File: src/rtl/spi_slave_frontend.sv
// Oversampled SPI slave (mode 0). The SPI pins are sampled on clk.
// Received 32-bit frames are handed to the main FSM through rdy_spi/ack_fetch_spi.
// The pushed tx word is shifted back out on miso during the next frame.
module spi_slave_frontend #(
  parameter int LEN_SPI     = 32,
  parameter int SYNC_STAGES = 2,
  parameter int CNT_W       = 6
) (
  input  logic               clk,
  input  logic               rst_n,
  input  logic               sclk,
  input  logic               cs_n,
  input  logic               mosi,
  output logic               miso,
  output logic [LEN_SPI-1:0] rx_output,
  output logic               rdy_spi,
  output logic               spi_busy,
  input  logic               ack_fetch_spi,
  input  logic [LEN_SPI-1:0] tx_input,
  input  logic               push_tx,
  output logic               overrun,
  output logic               frame_err
);

  typedef enum logic [1:0] {WAIT_IDLE, IDLE, SHIFT, DONE} state_t;

  logic [SYNC_STAGES-1:0] sclk_sync_q, sclk_sync_d;
  logic [SYNC_STAGES-1:0] cs_sync_q, cs_sync_d;
  logic [SYNC_STAGES-1:0] mosi_sync_q, mosi_sync_d;
  logic [SYNC_STAGES-1:0] flush_q, flush_d;
  logic                   sclk_prev_q, sclk_prev_d;
  logic                   sclk_s, cs_s, mosi_s, sclk_rise, sclk_fall, primed;

  state_t                 state_q, state_d;
  logic [CNT_W-1:0]       bit_cnt_q, bit_cnt_d;
  logic [LEN_SPI-1:0]     rx_shift_q, rx_shift_d;
  logic [LEN_SPI-1:0]     tx_shift_q, tx_shift_d;
  logic [LEN_SPI-1:0]     tx_buf_q, tx_buf_d;
  logic [LEN_SPI-1:0]     rx_out_q, rx_out_d;
  logic                   rdy_q, rdy_d, busy_q, busy_d, ovr_q, ovr_d, ferr_q, ferr_d;

  assign sclk_s    = sclk_sync_q[SYNC_STAGES-1];
  assign cs_s      = cs_sync_q[SYNC_STAGES-1];
  assign mosi_s    = mosi_sync_q[SYNC_STAGES-1];
  assign sclk_rise = sclk_s & ~sclk_prev_q;
  assign sclk_fall = ~sclk_s & sclk_prev_q;
  // The cs_n chain resets to 1. It is only trusted after every stage holds a real sample.
  assign primed    = flush_q[SYNC_STAGES-1];

  // Next values for the pin synchronisers and the flush tracker.
  always_comb begin
    sclk_sync_d = {sclk_sync_q[SYNC_STAGES-2:0], sclk};
    cs_sync_d   = {cs_sync_q[SYNC_STAGES-2:0], cs_n};
    mosi_sync_d = {mosi_sync_q[SYNC_STAGES-2:0], mosi};
    flush_d     = {flush_q[SYNC_STAGES-2:0], 1'b1};
    sclk_prev_d = sclk_s;
  end

  // Synchroniser registers.
  always_ff @(posedge clk) begin
    if (!rst_n) begin
      sclk_sync_q <= '0;
      cs_sync_q   <= '1;
      mosi_sync_q <= '0;
      flush_q     <= '0;
      sclk_prev_q <= 1'b0;
    end else begin
      sclk_sync_q <= sclk_sync_d;
      cs_sync_q   <= cs_sync_d;
      mosi_sync_q <= mosi_sync_d;
      flush_q     <= flush_d;
      sclk_prev_q <= sclk_prev_d;
    end
  end

  // Next state, shift registers, tx buffer and handshake flags.
  always_comb begin
    state_d    = state_q;
    bit_cnt_d  = bit_cnt_q;
    rx_shift_d = rx_shift_q;
    tx_shift_d = tx_shift_q;
    tx_buf_d   = tx_buf_q;
    rx_out_d   = rx_out_q;
    rdy_d      = rdy_q;
    busy_d     = busy_q;
    ovr_d      = ovr_q;
    ferr_d     = 1'b0;

    if (push_tx && state_q != SHIFT) tx_buf_d = tx_input;
    // The ack is applied first, so a DONE in the same cycle sees the slot as free.
    if (ack_fetch_spi && rdy_q) begin
      rdy_d = 1'b0;
      ovr_d = 1'b0;
    end

    case (state_q)
      WAIT_IDLE: if (primed && cs_s) state_d = IDLE;
      IDLE: if (!cs_s) begin
        state_d    = SHIFT;
        bit_cnt_d  = '0;
        tx_shift_d = tx_buf_q;
        busy_d     = 1'b1;
      end
      SHIFT: begin
        if (sclk_rise) begin
          rx_shift_d = {rx_shift_q[LEN_SPI-2:0], mosi_s};
          if (bit_cnt_q != CNT_W'(LEN_SPI + 1)) bit_cnt_d = bit_cnt_q + 1'b1;
        end
        if (sclk_fall) tx_shift_d = {tx_shift_q[LEN_SPI-2:0], 1'b0};
        if (cs_s) state_d = DONE;
      end
      DONE: begin
        busy_d  = 1'b0;
        state_d = IDLE;
        if (bit_cnt_q == CNT_W'(LEN_SPI)) begin
          if (!rdy_d) begin
            rx_out_d = rx_shift_q;
            rdy_d    = 1'b1;
          end else begin
            ovr_d = 1'b1;
          end
        end else begin
          ferr_d = 1'b1;
        end
      end
      default: state_d = WAIT_IDLE;
    endcase
  end

  // FSM state register.
  always_ff @(posedge clk) begin
    if (!rst_n) state_q <= WAIT_IDLE;
    else        state_q <= state_d;
  end

  // Datapath and output flag registers.
  always_ff @(posedge clk) begin
    if (!rst_n) begin
      bit_cnt_q  <= '0;
      rx_shift_q <= '0;
      tx_shift_q <= '0;
      tx_buf_q   <= '0;
      rx_out_q   <= '0;
      rdy_q      <= 1'b0;
      busy_q     <= 1'b0;
      ovr_q      <= 1'b0;
      ferr_q     <= 1'b0;
    end else begin
      bit_cnt_q  <= bit_cnt_d;
      rx_shift_q <= rx_shift_d;
      tx_shift_q <= tx_shift_d;
      tx_buf_q   <= tx_buf_d;
      rx_out_q   <= rx_out_d;
      rdy_q      <= rdy_d;
      busy_q     <= busy_d;
      ovr_q      <= ovr_d;
      ferr_q     <= ferr_d;
    end
  end

  assign miso      = (state_q == SHIFT) ? tx_shift_q[LEN_SPI-1] : 1'b0;
  assign rx_output = rx_out_q;
  assign rdy_spi   = rdy_q;
  assign spi_busy  = busy_q;
  assign overrun   = ovr_q;
  assign frame_err = ferr_q;

endmodule
File: config.mk
export PLATFORM = sky130hd
export DESIGN_NAME = spi_slave_frontend
export DESIGN_NICKNAME = d
export VERILOG_FILES = /design/src/rtl/spi_slave_frontend.sv
export SDC_FILE = /design/constraint.sdc
export NUM_CORES = 1
export LEC_CHECK = 0
export BUFFER_PORTS_ARGS = -buffer_cell sky130_fd_sc_hd__buf_2
export CORE_ASPECT_RATIO = 1.75
export CORE_MARGIN = 2
export CORE_UTILIZATION = 55
export DETAILED_ROUTE_END_ITERATION = 8
export PLACE_DENSITY = 0.76
export SLEW_MARGIN = 10
export SYNTH_ARGS = -nofsm -noshare
export SYNTH_HDL_FRONTEND = slang
export SYNTH_SLANG_ARGS = --single-unit
export TNS_END_PERCENT = 20
File: constraint.sdc
create_clock -name clk -period 2.8 [get_ports clk]
set_clock_uncertainty 0.05 [all_clocks]
set_input_delay 0.42 -clock clk [delete_from_list [all_inputs] [get_ports clk]]
set_output_delay 0.42 -clock clk [all_outputs]
set_load 0.03 [all_outputs]
==> results of run 1 <==
-- synthesized netlist by cell type (2+ instances only) --
library cell,count,area share
nand2_1,153,0.099
dfxtp_1,149,0.51
mux2i_1,63,0.11
nor2_1,54,0.035
a21oi_1,38,0.033
a21boi_0,34,0.044
clkbuf_1,29,0.019
a211oi_1,18,0.023
o211a_1,15,0.026
buf_2,11,0.0094
and2_1,10,0.011
ha_1,7,0.015
nand2b_1,6,0.0064
nor2b_1,6,0.0064
inv_1,4,0.0026
o21ai_0,4,0.0034
a31oi_1,3,0.0032
buf_12,3,0.010
nand3_1,3,0.0026
nand3b_1,3,0.0039
a2bb2oi_1,2,0.0030
-- power groups by stage --
| stage | registers [W] | clock network [W] | logic [W] |
|---|---|---|---|
| 2_1_floorplan | 0.00259 | 0 | 0.000959 |
| 3_3_place_gp | 0.00262 | 0 | 0.00109 |
| 3_5_place_dp | 0.00264 | 0 | 0.00117 |
| 4_1_cts | 0.00260 | 0.00234 | 0.00118 |
| 5_1_grt | 0.00263 | 0.00243 | 0.00131 |
| 6_report | 0.00260 | 0.00230 | 0.00117 |
-- registers in the layout, summed over array words and instances, names as in the netlist --
signal	count
bit_cnt_q	6
cs_sync_q	2
flush_q	2
frame_err	1
mosi_sync_q	2
overrun	1
rdy_spi	1
rx_output	32
rx_shift_q	32
sclk_prev_q	1
sclk_sync_q	2
spi_busy	1
state_q	2
tx_buf_q	32
tx_shift_q	32
-- final cells by class --
| type | instances | area, um^2 | share of cell area |
|---|---|---|---|
| flip-flops and latches | 149 | 2980 | 0.437 |
| well taps | 127 | 159 | 0.0233 |
| multi-input cells | 432 | 2600 | 0.381 |
| inverters | 5 | 18.8 | 0.00275 |
| clock inverters | 14 | 176 | 0.0259 |
| repair buffers | 86 | 458 | 0.0671 |
| clock buffers | 18 | 429 | 0.0629 |
-- critical path, cell delays in order, from the launching register on --
cell and delay (ns):
dfxtp_1 0.34, inv_1 0.09, ha_2 0.31, buf_4 0.37, and2_1 0.18, buf_2 0.19
-- worst max path at each step --
| stage | startpoint | end | slack, ns | depth (start not counted) |
|---|---|---|---|---|
| floorplan | state_q[0] | miso | 0.86 | 6 |
| global placement | bit_cnt_q[3] | rx_output[4] | 0.82 | 5 |
| detailed placement | state_q[0] | tx_shift_q[10] | 0.69 | 7 |
| CTS | state_q[0] | miso | 0.40 | 5 |
| global route | state_q[0] | miso | 0.29 | 5 |
| finish | state_q[0] | miso | 0.42 | 5 |
-- per-stage QoR --
step           cells  setup WS [ns]  power, W  instance area [um^2]  utilization
6_report         831          0.424   0.00607                  6820        0.662
3_5_place_dp     799          0.690   0.00381                  6220        0.603
3_3_place_gp     799          0.815   0.00371                  6220        0.603
4_1_cts          831          0.402   0.00611                  6820        0.662
2_1_floorplan    630          0.858   0.00355                  5830            -
5_1_grt          831          0.293   0.00637                  6820        0.662
-- metal layers --
metal | up-vias | share of wire | global-route usage
met5 | - | 0 | 0
met4 | 0 | 0.025 | 0.109
met1 | 2050 | 0.41 | 0.210
met2 | 114 | 0.52 | 0.363
met3 | 21 | 0.044 | 0.0561
li1 | 2241 | - | -
-- cell usage in the layout (no fill, tap or decap), drive strengths merged, types with 2 or more instances in the layout --
cell and count:
nand3 3, nand2 153, a21oi 38, a211oi 19, a21boi 34, nand3b 3, o211a 15, a31oi 3
ha 7, mux2i 63, o21ai 4, bufinv 3, nor2 54, and2 10, inv 7, clkinv 7
nor2b 6, nand2b 6, clkinvlp 2, clkbuf 18, dfxtp 149, a2bb2oi 2, buf 86
-- cell families after synthesis --
group	after synthesis	synth area share
AOI/OAI and AO/OA	121	0.147
muxes	64	0.110
DFF	149	0.512
buffers and inverters	49	0.0436
and+or+nand+nor	240	0.172
adders and majority gates	7	0.0150
==> flow_metrics.py, run 1 <==
metrics = {
    "status": {
        "outcome": "finished, final reports clean",
    },
    "cts": {
        "cts_tree": "done",
        "cts_buffers": 17,
        "ctsHoldBuffers": 0,
        "ctsResizeCount": 0,
        "clk_pin_slew_ns": 0.06,
        "clock_latency_ns": 0.41,
        "cts_setup_buffers": 0,
        "cts_root_buffer": "clkbuf_16",
        "htree_levels": 4,
        "cts.sinks": 149,
        "clk_path_buf_depth": 2,
    },
    "synth": {
        "synth_edf_count": 0,
        "synth.distinct_cells": 36,
        "yosysWarnings": 0,
        "syn_area_um2": 5830,
        "ys_seq_area_frac": 0.512,
        "syn_inst": 630,
        "ys_ff_latch": 149,
        "synth_fp_nets": 676,
        "synthArstFlopShare": 0,
        "postSynthAreaPerCell_um2": 9.25,
        "synthFlopType": "dfxtp_1",
    },
    "power": {
        "p_leak_nw": 2.74,
        "powerDensity_nw_per_um2": 889,
        "p_seq_frac": 0.429,
        "comb_power_share": 0.193,
        "sw_frac_of_total": 0.289,
        "p_clk_frac": 0.379,
        "switchingPower_w": 0.00176,
        "p_int_w": 0.00431,
        "ir_drop_mv": 0.598,
    },
    "hold_path": {
        "min_from": "cs_n",
        "hold_class": "input pin to flip-flop",
        "holdPathStages": 2,
        "holdPathEnd": "cs_sync_q[0]",
    },
    "floorplan": {
        "dieArea_um2": 11500,
        "core_um2": 10300,
        "start_util": 0.566,
        "die_w_um": 81.8,
        "ios": 76,
        "core.rowCount": 49,
        "chipHeight_um": 140,
    },
    "detailed_routing": {
        "vias": 4426,
        "wire_per_inst_um": 13.5,
        "antenna_left": 0,
        "drt_wl_total_um": 11200,
        "drc_errors": 0,
        "via_per_inst": 5.33,
        "drt_first_pass_iters": 4,
        "drt-initial-drc-count": 131,
    },
    "timing": {
        "slew_violations": 0,
        "min_period_ns": 2.38,
        "max_freq_ghz": 0.421,
        "hold_slack_ns": 0.132,
        "setup_tns_ns": 0,
        "tightest_slew_ns": 0.585,
        "max_slew_margin": 0.610,
        "rsz0062_at_grt": "false",
        "setup_viol": 0,
        "fin_crit_sh": 0.849,
        "hold_viol_final": 0,
    },
    "global_route": {
        "antenna_found_initial": 0,
        "groute.usage.overall": 0.205,
        "grt_pass1_wl_um": 18400,
        "grt_max_degree": 65,
        "grt_pass1_vias": 4285,
        "gr-total-overflow": 0,
    },
    "critical_path": {
        "ff2ff_path_depth": 7,
        "r2r-start": "state_q[1]",
        "reg2reg_to": "tx_shift_q[6]",
        "crit_fanout": 22,
        "r2r_slack_ns": 0.69,
        "cp_data_arrival_time_ns": 1.91,
        "crit_path_end_kind": "output port",
        "start_kind": "flip-flop",
        "required_ns": 2.33,
        "crit_type": "flip-flop to output port",
    },
    "placement": {
        "dp_hpwl_um": 7360,
        "gp_congestion": 0.818,
        "io_buffers": 75,
    },
    "layout": {
        "nets": 737,
        "area.growth.synth_to_final_pct": 17.0,
        "diodes": 0,
        "fillers": 833,
        "drive_gt1_frac": 0.180,
    },
    "flow_run": {
        "maxCapViolCount": 0,
    },
}
Note: power is estimated with default switching activity, not from simulation.
==> run 2: changes to the inputs <==
==> constraint.sdc (replaced) <==
create_clock -name clk -period 2.2 [get_ports clk]
set_clock_uncertainty 0.05 [all_clocks]
set_input_delay 0.33 -clock clk [delete_from_list [all_inputs] [get_ports clk]]
set_output_delay 0.33 -clock clk [all_outputs]
set_load 0.03 [all_outputs]
==> flow_metrics.py, run 2 (synthesized netlist as in run 1, its figures left out) <==
metrics = {
    "timing": {
        "rsz0062_at_grt": "false",
        "timing.final.ws_setup_ns": 0.146,
        "slew_violations": 0,
        "hold_viol_final": 0,
        "tightest_slew_ns": 0.500,
        "fin_crit_sh": 0.934,
        "max_slew_margin": 0.666,
        "min_period_ns": 2.05,
        "setup_viol": 0,
        "max_freq_ghz": 0.487,
        "setup_tns_ns": 0,
    },
    "detailed_routing": {
        "wire_per_inst_um": 13.3,
        "vias": 4489,
        "drt-initial-drc-count": 193,
        "antenna_left": 0,
        "drt_first_pass_iters": 5,
        "drc_errors": 0,
        "drt_wl_total_um": 11100,
        "via_per_inst": 5.40,
    },
    "critical_path": {
        "slowest_stage": "dfxtp_1",
        "crit_path_end_kind": "output port",
        "crit_type": "flip-flop to output port",
        "crit_fanout": 16,
        "critical_path.top_delay_family": "buffers and inverters",
        "crit_path_max_incr_delay_ns": 0.34,
        "cp_data_arrival_time_ns": 1.67,
        "path_cells": "inv_1 -> ha_4 -> buf_12 -> and2_1 -> buf_2",
        "critPathBufInv": 3,
        "start_kind": "flip-flop",
        "required_ns": 1.82,
    },
    "layout": {
        "area.growth.synth_to_final_pct": 17.7,
        "layout_common_cells": "nand2_1, dfxtp_1, buf_2",
        "fillers": 833,
        "nets": 739,
        "diodes": 0,
        "drive_gt1_frac": 0.180,
        "fin_cells": 832,
        "mostFrequentLayoutCell": "nand2_1",
    },
    "global_route": {
        "grt_max_degree": 65,
        "gr-total-overflow": 0,
        "grt_pass1_wl_um": 18700,
        "grt_pass1_vias": 4430,
        "groute.usage.overall": 0.204,
        "antenna_found_initial": 0,
    },
    "cts": {
        "htree_levels": 4,
        "clk_pin_slew_ns": 0.05,
        "cts_root_buffer": "clkbuf_16",
        "ctsHoldBuffers": 0,
        "cts_tree": "done",
        "cts_buffers": 17,
        "clock_latency_ns": 0.41,
        "cts.sinks": 149,
        "clk_path_buf_depth": 2,
    },
    "floorplan": {
        "ios": 76,
        "start_util": 0.566,
        "core.rowCount": 49,
        "dieArea_um2": 11500,
        "chipHeight_um": 140,
        "die_w_um": 81.8,
        "core_um2": 10300,
    },
    "power": {
        "powerDensity_nw_per_um2": 1100,
        "p_leak_nw": 2.74,
        "p_total_w": 0.00757,
        "ir_drop_mv": 0.800,
    },
    "hold_path": {
        "hold_class": "input pin to flip-flop",
    },
    "status": {
        "outcome": "finished, final reports clean",
    },
    "placement": {
        "gp_congestion": 0.873,
        "dp_hpwl_um": 7260,
        "io_buffers": 75,
        "post-place-cells": 800,
        "pre_cts_ws_ns": 0.270,
    },
    "flow_run": {
        "maxCapViolCount": 0,
    },
}
-- run 2: cell types whose count changed in the layout (fill, tap and decap cells not counted), sizes merged --
cell	delta
clkbuf	+6
clkinv	-4
inv	-2
buf	+1
clkinvlp	+2
bufinv	-2
-- run 2: area by class of cell --
| type | instances | area [um^2] | area share |
|---|---|---|---|
| clock buffer | 23 | 488 | 0.0711 |
| multi-input combinational | 432 | 2610 | 0.380 |
| sequential | 149 | 2980 | 0.435 |
| clock inverter | 8 | 75.1 | 0.0109 |
| tap | 127 | 159 | 0.0232 |
| timing repair buffer | 88 | 528 | 0.0770 |
| inverter | 5 | 18.8 | 0.00274 |
-- run 2: power breakdown --
| part | total, W | internal, W | switching, W |
|---|---|---|---|
| Combinational | 0.00156 | 0.000678 | 0.000878 |
| Sequential | 0.00330 | 0.00309 | 0.000215 |
| Clock | 0.00272 | 0.00166 | 0.00105 |
| Total | 0.00757 | 0.00543 | 0.00215 |
-- run 2: what timing repair did --
| item | in CTS | in global routing |
|---|---|---|
| endpoints found under the setup margin | 1 | 1 |
| gates cloned | 0 | 1 |
| setup buffers | 0 | 0 |
| gates resized for setup | 1 | 0 |
-- run 2: worst paths after layout --
check / start / end / slack, ns / cells past startpoint
setup / recovery: state_q[0] / miso / 0.15 / 5
hold / removal: cs_n / cs_sync_q[0] / 0.05 / 2
setup reg to reg: state_q[1] / tx_shift_q[5] / 0.27 / 7
hold reg to reg: cs_sync_q[0] / cs_sync_q[1] / 0.36 / 1
-- run 2: stage by stage --
stage	hold slack (ns)	util	area, um^2
final	0.0507	0.666	6860
after global routing	0.0469	0.666	6860
after CTS	0.0380	0.664	6830
after detailed placement	0.352	0.608	6260
after global placement	0.345	0.608	6260
after floorplan	0.308	-	5830
-- run 2: layer usage --
metal | wire length [um] | GRT usage | vias up
met5 | 0 | 0 | -
met4 | 169 | 0.0772 | 0
met3 | 452 | 0.0528 | 11
met2 | 5960 | 0.379 | 95
met1 | 4510 | 0.211 | 2145
li1 | - | - | 2238
==> run 3: changes to the inputs <==
--- a/config.mk
+++ b/config.mk
@@ -6,11 +6,13 @@
 export NUM_CORES = 1
 export LEC_CHECK = 0
 export BUFFER_PORTS_ARGS = -buffer_cell sky130_fd_sc_hd__buf_2
+export CELL_PAD_IN_SITES_DETAIL_PLACEMENT = 1
+export CELL_PAD_IN_SITES_GLOBAL_PLACEMENT = 1
 export CORE_ASPECT_RATIO = 1.75
 export CORE_MARGIN = 2
-export CORE_UTILIZATION = 55
+export CORE_UTILIZATION = 44
 export DETAILED_ROUTE_END_ITERATION = 8
-export PLACE_DENSITY = 0.76
+export PLACE_DENSITY_LB_ADDON = 0.1
 export SLEW_MARGIN = 10
 export SYNTH_ARGS = -nofsm -noshare
 export SYNTH_HDL_FRONTEND = slang
==> flow_metrics.py, run 3 (synthesized netlist as in run 1, its figures left out) <==
metrics = {
    "status": {
        "outcome": "finished, final reports clean",
    },
    "timing": {
        "setup_viol": 0,
        "slew_violations": 0,
        "rsz0062_at_grt": "false",
        "hold_viol_final": 0,
        "min_period_ns": 2.08,
        "tightest_slew_ns": 0.597,
        "max_slew_margin": 0.601,
        "max_freq_ghz": 0.480,
        "setup_tns_ns": 0,
        "fin_crit_sh": 0.948,
    },
    "critical_path": {
        "path_cells": "inv_1 -> ha_4 -> buf_8 -> and2_1 -> buf_2",
        "crit_fanout": 17,
        "crit_type": "flip-flop to output port",
        "crit_path_max_incr_delay_ns": 0.34,
        "r2r-start": "state_q[1]",
        "start_kind": "flip-flop",
        "ff2ff_path_depth": 7,
        "required_ns": 1.82,
        "reg2reg_to": "tx_shift_q[2]",
        "critPathBufInv": 3,
        "cp_data_arrival_time_ns": 1.70,
        "slowest_stage": "dfxtp_1",
        "crit_path_end_kind": "output port",
        "critical_path.top_delay_family": "buffers and inverters",
        "r2r_slack_ns": 0.20,
    },
    "layout": {
        "fillers": 1561,
        "mostFrequentLayoutCell": "nand2_1",
        "area.growth.synth_to_final_pct": 19.0,
        "seq_area_um2": 2980,
        "nets": 744,
        "multiInputGateArea_um2": 2610,
        "layout_common_cells": "nand2_1, dfxtp_1, buf_2",
        "drive_gt1_frac": 0.190,
        "diodes": 0,
    },
    "cts": {
        "clk_pin_slew_ns": 0.06,
        "ctsHoldBuffers": 0,
        "cts_tree": "done",
        "cts_root_buffer": "clkbuf_16",
        "cts.sinks": 149,
        "cts_setup_buffers": 0,
        "htree_levels": 4,
        "clock_latency_ns": 0.42,
        "clk_path_buf_depth": 2,
        "cts_buffers": 17,
    },
    "global_route": {
        "grt_pass1_wl_um": 22000,
        "grt_pass1_vias": 4765,
        "gr-total-overflow": 0,
        "antenna_found_initial": 0,
        "grt_max_degree": 65,
        "groute.usage.overall": 0.191,
    },
    "flow_run": {
        "maxCapViolCount": 0,
    },
    "placement": {
        "io_buffers": 75,
        "dp_hpwl_um": 8430,
        "gp_congestion": 0.747,
    },
    "power": {
        "p_leak_nw": 2.76,
        "p_total_w": 0.00765,
        "ir_drop_mv": 0.609,
        "powerDensity_nw_per_um2": 1100,
    },
    "floorplan": {
        "core.rowCount": 55,
        "chipHeight_um": 156,
        "die_w_um": 91,
        "dieArea_um2": 14200,
        "core_um2": 12900,
        "start_util": 0.450,
        "ios": 76,
    },
    "detailed_routing": {
        "vias": 4466,
        "antenna_left": 0,
        "drc_errors": 0,
        "wire_per_inst_um": 14.3,
        "drt_wl_total_um": 12600,
        "via_per_inst": 5.06,
        "drt_first_pass_iters": 4,
        "drt-initial-drc-count": 89,
    },
    "hold_path": {
        "hold_class": "input pin to flip-flop",
        "holdPathEnd": "sclk_sync_q[0]",
        "holdPathStages": 2,
        "min_from": "sclk",
    },
}
## run 3: cell types whose count changed in the layout (fill, tap and decap cells not counted)
cell,before,now
buf_4,9,15
clkbuf_8,4,0
inv_6,0,4
clkbuf_1,2,0
clkinv_4,0,2
inv_8,0,2
buf_12,3,2
buf_8,0,1
clkbuf_16,18,17
clkinv_2,3,2
## run 3: metal layers
layer / GRT usage / up-vias / share of wire
li1: - / 2254 / -
met1: 0.200 / 2132 / 0.41
met2: 0.364 / 65 / 0.55
met3: 0.0433 / 15 / 0.029
met4: 0.0743 / 0 / 0.015
met5: 0 / - / 0
## run 3: stage by stage
stage	utilization	hold WS [ns]	std cells	cell area (um^2)	worst slack, ns
2_1_floorplan	-	0.308	630	5830	0.348
3_3_place_gp	0.491	0.356	850	6350	0.346
3_5_place_dp	0.491	0.357	850	6350	0.208
4_1_cts	0.536	0.0565	882	6930	0.0638
5_1_grt	0.536	0.0772	882	6940	0.0267
6_report	0.536	0.0683	882	6940	0.115
## run 3: worst max path at each step
stage	from	end	slack [ns]	cells past startpoint
2_1_floorplan	state_q[0]	miso	0.35	6
6_report	state_q[0]	miso	0.12	5
3_3_place_gp	state_q[0]	tx_buf_q[8]	0.35	7
5_1_grt	state_q[0]	miso	0.03	5
4_1_cts	state_q[0]	miso	0.06	5
3_5_place_dp	state_q[0]	tx_buf_q[31]	0.21	7
## run 3: cell type report
class | count | area share
Multi-Input combinational cell | 432 | 0.376
Tap cell | 171 | 0.0308
Clock buffer | 17 | 0.0613
Inverter | 5 | 0.00271
Sequential cell | 149 | 0.430
Clock inverter | 15 | 0.0209
Timing Repair Buffer | 93 | 0.0783
## run 3: report_power, final
group	switching (W)	internal [W]	total, W	leakage, nW
sequential	0.000215	0.00308	0.00330	1.21
clock	0.00120	0.00158	0.00278	0.270
combinational	0.000914	0.000661	0.00158	1.28
## run 3: repair_timing
action                     4_1_cts  5_1_grt
setup endpoints to repair        1        1
hold endpoints to repair         0        0
gates resized for setup          2        1
